### src/rtl/mips_pkg.sv
// Shared definitions for the non-pipelined MIPS core: opcodes, fetch FSM
// state encoding and instruction field positions.
package mips_pkg;

    localparam logic [5:0] OP_RTYPE = 6'b000000;
    localparam logic [5:0] OP_J     = 6'b000010;
    localparam logic [5:0] OP_JAL   = 6'b000011;
    localparam logic [5:0] OP_LW    = 6'b100011;
    localparam logic [5:0] OP_SW    = 6'b101011;
    localparam logic [5:0] OP_BEQ   = 6'b000100;

    localparam logic [1:0] ST_IDLE   = 2'd0;
    localparam logic [1:0] ST_FETCH  = 2'd1;
    localparam logic [1:0] ST_DECODE = 2'd2;
    localparam logic [1:0] ST_EXEC   = 2'd3;

    localparam int OPCODE_HI = 31;
    localparam int OPCODE_LO = 26;
    localparam int TARGET_HI = 25;
    localparam int IMM_HI    = 15;

endpackage

### src/rtl/next_pc_calc.sv
// Combinational next-PC selection: jump target, taken branch, or fall-through.
// Jump wins over branch; all arithmetic wraps modulo 2^ADDR_W.
module next_pc_calc
    import mips_pkg::*;
#(
    parameter int ADDR_W = 32
) (
    input  logic [ADDR_W-1:0] pc_plus4,
    input  logic [31:0]       instr,
    input  logic              jump,
    input  logic              branch,
    input  logic              alu_zero,
    output logic [ADDR_W-1:0] next_pc
);

    logic [ADDR_W-1:0] jump_target;
    logic [ADDR_W-1:0] branch_off;

    // Region bits above the 28-bit jump field come from pc_plus4.
    assign jump_target = {pc_plus4[ADDR_W-1:28], instr[TARGET_HI:0], 2'b00};
    assign branch_off  = {{(ADDR_W-18){instr[IMM_HI]}}, instr[IMM_HI:0], 2'b00};

    always_comb begin
        next_pc = pc_plus4;
        if (jump) begin
            next_pc = jump_target;
        end else if (branch && alu_zero) begin
            next_pc = pc_plus4 + branch_off;
        end
    end

endmodule

### src/rtl/instr_fetch_unit.sv
// Fetch sequencer: owns the PC, fetches over imem_req/imem_ready, holds the
// instruction through DECODE/EXEC and updates the PC after a fixed EXEC window.
module instr_fetch_unit
    import mips_pkg::*;
#(
    parameter int                ADDR_W      = 32,
    parameter logic [ADDR_W-1:0] RESET_PC    = '0,
    parameter int                EXEC_CYCLES = 2
) (
    input  logic              clk,
    input  logic              reset,
    output logic              imem_req,
    output logic [ADDR_W-1:0] imem_addr,
    input  logic              imem_ready,
    input  logic [31:0]       imem_rdata,
    output logic [31:0]       instr,
    output logic [5:0]        opcode,
    output logic              instr_valid,
    output logic [ADDR_W-1:0] pc,
    output logic [ADDR_W-1:0] pc_plus4,
    input  logic              jump,
    input  logic              branch,
    input  logic              alu_zero,
    input  logic              stall,
    output logic              retire,
    output logic [1:0]        dbg_state
);

    localparam int CNT_W = (EXEC_CYCLES > 1) ? $clog2(EXEC_CYCLES) : 1;
    localparam logic [CNT_W-1:0] EXEC_INIT = CNT_W'(EXEC_CYCLES - 1);

    logic [1:0]        state;
    logic [CNT_W-1:0]  exec_cnt;
    logic [ADDR_W-1:0] next_pc;

    // Handshake: imem_req is held high with a stable imem_addr until a cycle
    // in which imem_ready is high; imem_rdata is captured on that edge only.
    assign imem_req    = (state == ST_FETCH);
    assign imem_addr   = pc;
    assign instr_valid = (state == ST_DECODE) || (state == ST_EXEC);
    assign opcode      = instr[OPCODE_HI:OPCODE_LO];
    assign pc_plus4    = pc + ADDR_W'(4);
    assign dbg_state   = state;

    next_pc_calc #(.ADDR_W(ADDR_W)) u_next_pc (
        .pc_plus4 (pc_plus4),
        .instr    (instr),
        .jump     (jump),
        .branch   (branch),
        .alu_zero (alu_zero),
        .next_pc  (next_pc)
    );

    always_ff @(posedge clk) begin
        if (reset) begin
            state    <= ST_IDLE;
            pc       <= RESET_PC;
            instr    <= 32'h0;
            exec_cnt <= '0;
            retire   <= 1'b0;
        end else begin
            retire <= 1'b0;
            case (state)
                ST_IDLE: state <= ST_FETCH;
                ST_FETCH: begin
                    if (imem_ready) begin
                        instr <= imem_rdata;
                        state <= ST_DECODE;
                    end
                end
                ST_DECODE: begin
                    exec_cnt <= EXEC_INIT;
                    state    <= ST_EXEC;
                end
                ST_EXEC: begin
                    // Control inputs matter only on the edge that leaves EXEC.
                    if (!stall) begin
                        if (exec_cnt == '0) begin
                            pc     <= next_pc;
                            retire <= 1'b1;
                            state  <= ST_FETCH;
                        end else begin
                            exec_cnt <= exec_cnt - 1'b1;
                        end
                    end
                end
                default: state <= ST_IDLE;
            endcase
        end
    end

endmodule
### config.mk
export PLATFORM = sky130hd
export DESIGN_NAME = instr_fetch_unit
export DESIGN_NICKNAME = d
export VERILOG_FILES = /design/src/rtl/mips_pkg.sv /design/src/rtl/next_pc_calc.sv /design/src/rtl/instr_fetch_unit.sv
export SDC_FILE = /design/constraint.sdc
export NUM_CORES = 1
export LEC_CHECK = 0
export BUFFER_PORTS_ARGS = -buffer_cell sky130_fd_sc_hd__buf_2
export CAP_MARGIN = 30
export CORE_MARGIN = 10
export CORE_UTILIZATION = 56
export CTS_BUF_LIST = sky130_fd_sc_hd__clkbuf_16
export DETAILED_ROUTE_END_ITERATION = 16
export HOLD_SLACK_MARGIN = 0.03
export PLACE_DENSITY_LB_ADDON = 0.2
export SETUP_SLACK_MARGIN = 0.2
export SKIP_LAST_GASP = 1
export SYNTH_ARGS = -nofsm -noshare
export SYNTH_HDL_FRONTEND = slang
export SYNTH_HIERARCHICAL = 1
export SYNTH_SLANG_ARGS = --single-unit
### constraint.sdc
create_clock -name clk -period 11.7 [get_ports clk]
set_input_delay 2.925 -clock clk [delete_from_list [all_inputs] [get_ports clk]]
set_output_delay 2.925 -clock clk [all_outputs]
set_load 0.005 [all_outputs]
Word-level counts from Yosys, hierarchy flattened
Cells that the tools add are included.
- output and inout port bits: 139
- memories: 0
- memory bits (writable): 0
- latch bits: 0
- input bits: 39
- register bits: 68
- memory bits (read-only): 0
- multiply operators: 0
- divide/modulo/power cells: 0
- reduce and logical (&&, ||, !) cells: 9
- equality and inequality tests: 6
- $lt $le $gt $ge: 0
- multiplexer cells: 10
- shifts and indexed selects: 0
- add/subtract/negate cells: 3
- bitwise operators: 3
- operator list (cell ; number):
    32-bit two-way mux ; 2
    32-bit by 3-bit adder with 32-bit output (second input constant) ; 1
    32-bit adder ; 1
    2-bit case mux with 4 select lines ; 1
    2-bit two-way mux ; 3
    3-bit AND reduction ; 2
    2-bit == test (second input constant) ; 2
    2-bit != test (second input constant) ; 2
    2-bit AND reduction ; 2
    1-bit two-way mux ; 3
    1-bit inverter ; 3
    3-bit OR reduction ; 1
    2-bit by 1-bit == test with 1-bit output (second input constant) ; 1
    2-bit logical NOT ; 1
    2-bit by 1-bit != test with 1-bit output (second input constant) ; 1
    1-bit case mux with 2 select lines ; 1
    2-bit nonzero test ; 1
    1-bit logical AND ; 1
    1-bit logical OR ; 1
    1-bit subtractor (second input constant) ; 1

Logic depth before layout (Yosys ltp)
- word-level depth: 4
- gate-level depth with buffers: 17

By module
Netlist, hierarchy kept.
- by module, submodules not included (module ; area an instance (µm²) ; seq. area each (µm²) ; instances ; cells each):
    instr_fetch_unit ; 3266.9 ; 1361.3 ; 1 ; 432
    next_pc_calc ; 2139.6 ; 0.0 ; 1 ; 324

Worst setup path after synthesis
OpenSTA, ideal clock, no wires.
- kind: in2reg
- from: input branch
- to: register pc[31] (netlist: imem_addr[31])
- cell stages on the path: 9
- data arrival time: 4.504 ns
- slack: 7.125 ns
- required time: 11.630 ns
- buffers on the path: 1
- cell sequence: and2_1 -> clkbuf_1 -> nand2b_1 -> or4b_2 -> a21oi_1 -> a211oi_1 -> nand3_1 -> nand2_1 -> a21oi_1
- cells in the longest elaborated chain, start to end: 3
- RTL lines (what ; line ; source):
    from (decl) ; instr_fetch_unit.sv:22 ; input logic branch,
    1-bit logical AND ; next_pc_calc.sv:27 ; end else if (branch && alu_zero) begin
    32-bit two-way mux ; next_pc_calc.sv:27 ;
    32-bit two-way mux ; next_pc_calc.sv:25 ; if (jump) begin
    named net next_pc[31] ; instr_fetch_unit.sv:34 ; logic [ADDR_W-1:0] next_pc;
    to (signal assigned) ; instr_fetch_unit.sv:79 ; pc <= next_pc;
    to (decl) ; instr_fetch_unit.sv:19 ; output logic [ADDR_W-1:0] pc,
The timed path passes the listed nets, and every way through them passes these cells.
A chain may end at the register's enable or synchronous reset.

Final worst setup path
- from: register pc[2] (netlist: imem_addr[2])
- to: output pc_plus4[14]
- cells in the longest elaborated chain, start to end: 1
- RTL lines (what ; line ; source):
    32-bit by 3-bit adder with 32-bit output ; instr_fetch_unit.sv:42 ; assign pc_plus4 = pc + ADDR_W'(4);
    to (decl) ; instr_fetch_unit.sv:20 ; output logic [ADDR_W-1:0] pc_plus4,
Every way passes these cells.

==> impl_metrics.yaml <==
outcome:
  status: "complete, no violations"
routing:
  firstDrtPassIters: 5
  antenna_left: 0
  post_drt_wl_per_cell_um: 17.7
  m1WireLength_um: 7730
  drt_wl_total_um: 17700
  routed-wl-met2_um: 8050
  vias: 5759
  routed.top_layer: "met4"
  route.detailed.drc: 0
  dr_wl_met3_um: 1700
  first_iter_violations: 520
  vias_per_cell: 5.74
logic_synthesis:
  synthCells: 756
  synth.avg_cell_area_um2: 7.15
  synth.yosys.seq_area_share: 0.252
  synthesis.area_um2: 5410
  synth_top_area_share: 0.252
  yosysTopAreaCell: "dfxtp_1"
  ys.flop_type: "dfxtp_1"
  ys_ff_latch: 68
  synth_edf_count: 0
  synthTopCellsByArea: "dfxtp_1 (25%), nand2_1 (13%), a21oi_1 (10%)"
  synthArstFlopShare: 0
  yosys_warnings: 6
  synth_fp_nets: 829
  synth_cell_types: 65
sta:
  max_slew.worst_pin.slew_ns: 0.893
  setup_viol: 0
  period_share: 0.458
  rsz0062_at_grt: "false"
  max-slew-margin-rel: 0.405
  fin_crit_ns: 5.36
  finalSetupTns_ns: 0
  drv_slew: 0
  fmax_mhz: 186
  setup_slack_ns: 6.34
  hold_viol: 0
  finClkSkew_ns: 0.00891
clock_network:
  clock_path_buffers: 2
  postCtsSetupBuffers: 0
  clock-sinks: 68
  ctsHoldBuffers: 0
  cts_tree: "built"
  cts-root-buf: "clkbuf_16"
  cts_buffers: 9
  clkTransAtPathRegs_ns: 0.06
  htreeDepth: 3
  clk_latency_ns: 0.33
  cts_resized: 0
floorplanning:
  dieWidth_um: 118
  io_pins: 178
  row_count: 35
  coreArea_um2: 9330
  initial_core_util: 0.580
  die_area_um2: 14000
  die_h_um: 118
global_route:
  antenna_found_initial: 0
  grt_pass1_wl_um: 27700
  grt_overflow: 0
  grt_pass1_vias: 5382
  grt_use_total: 0.234
  grt_start_max_net_pins: 69
cells_and_area:
  fill_cells: 820
  fin_util: 0.685
  areaGrowthSynthToFinish_pct: 18.3
  diodes: 0
  nets: 943
  fin_cells: 1004
  stdcell_area_um2: 6390
  drive_gt1_frac: 0.247
setup_path:
  end_kind: "output pin"
  slowest_delay_ns: 0.48
  worstPathRequired_ns: 8.78
  arrival_ns: 2.44
  path_max_fanout: 11
  crit_chain: "ha_1 -> and4_1 -> or3b_1 -> xnor2_1 -> buf_2"
  start_kind: "register"
  worst-setup-path-type: "register to output pin"
  cpMaxStageDelayCell: "dfxtp_1"
power_and_ir_drop:
  p_per_area_nw_per_um2: 105
  leakage_uw: 0.00290
  ir_drop_uv: 131
place:
  dpl_worst_slack_ns: 6.67
  place_inst: 988
  place_area_um2: 6080
  hpwl_um: 13700
  gp_congestion: 0.994
  port_buffers: 177
run:
  drv_cap: 0
min_path:
  min_path_type: "register to register"
==> state kept, by name (all words and copies together), names as in the netlist <==
signal and count:
exec_cnt 1, instr 32, dbg_state 2, retire 1, imem_addr 32
==> layout make-up <==
class	instances	area (um2)	area share
sequential	68	1360	0.213
timing repair buffer	183	971	0.152
tap	129	161	0.0252
multi-input combinational	598	3550	0.555
inverter	10	37.5	0.00587
clock inverter	7	91.3	0.0143
clock buffer	9	225	0.0352
==> cells by family (layout without fill, tap and decap cells) <==
kind of cell	after synthesis	in the layout	share of synthesized area
compound gates	202	202	0.223
fa+ha+maj	34	34	0.0801
mux	9	9	0.0171
xor+xnor	49	49	0.0794
flops	68	68	0.252
simple gates	304	304	0.256
buf+inv	90	209	0.0928
==> per-stage QoR <==
step	power (uW)	hold WS (ns)
finish	670	0.473
floorplan	338	0.462
detailed placement	386	0.464
global placement	376	0.450
global route	699	0.503
CTS	672	0.473
==> critical path: cells and delay by family (launching register included) <==
family | cells | cell delay, ns
AND/OR/NAND/NOR | 2 | 0.87
XOR/XNOR | 1 | 0.28
buffers and inverters | 1 | 0.18
flip-flops | 1 | 0.48
adder cells (fa/ha/maj) | 1 | 0.29
==> layer usage <==
layer,global-route usage,vias to the layer above
met1,0.297,2656
met5,0,-
met4,0.0611,0
li1,-,2814
met2,0.379,268
met3,0.0662,21
==> worst paths after layout <==
check,end,start,slack (ns),cells after the start
setup / recovery,pc_plus4[14],imem_addr[2],6.34,5
hold / removal,instr[21],instr[21],0.47,2
setup reg to reg,imem_addr[24],imem_addr[2],7.05,16
hold reg to reg,instr[21],instr[21],0.47,2
==> synth_stat cells, drive strengths merged, types with 9 or more instances <==
master    n
a21o     11
a21oi   113
buf      46
clkbuf   34
dfxtp    68
ha       33
inv      10
nand2   181
nand3    19
nand4    13
nor2     35
nor3      9
o21ai    40
xnor2    38
xor2     11
==> layout by cell type (no fill, tap or decap), drive strengths merged, types with 13 or more instances in the layout <==
cell     n
a21oi  113
buf    183
dfxtp   68
ha      33
nand2  181
nand3   19
nand4   13
nor2    35
o21ai   40
xnor2   38
==> report_power, final <==
group          total (uW)  leakage (uW)  switching [uW]  internal, uW
registers             258      0.000551            14.0           244
logic                 125       0.00218            74.8          49.9
clock network         287      0.000161             101           186
Power figures use the tool's default switching activity.
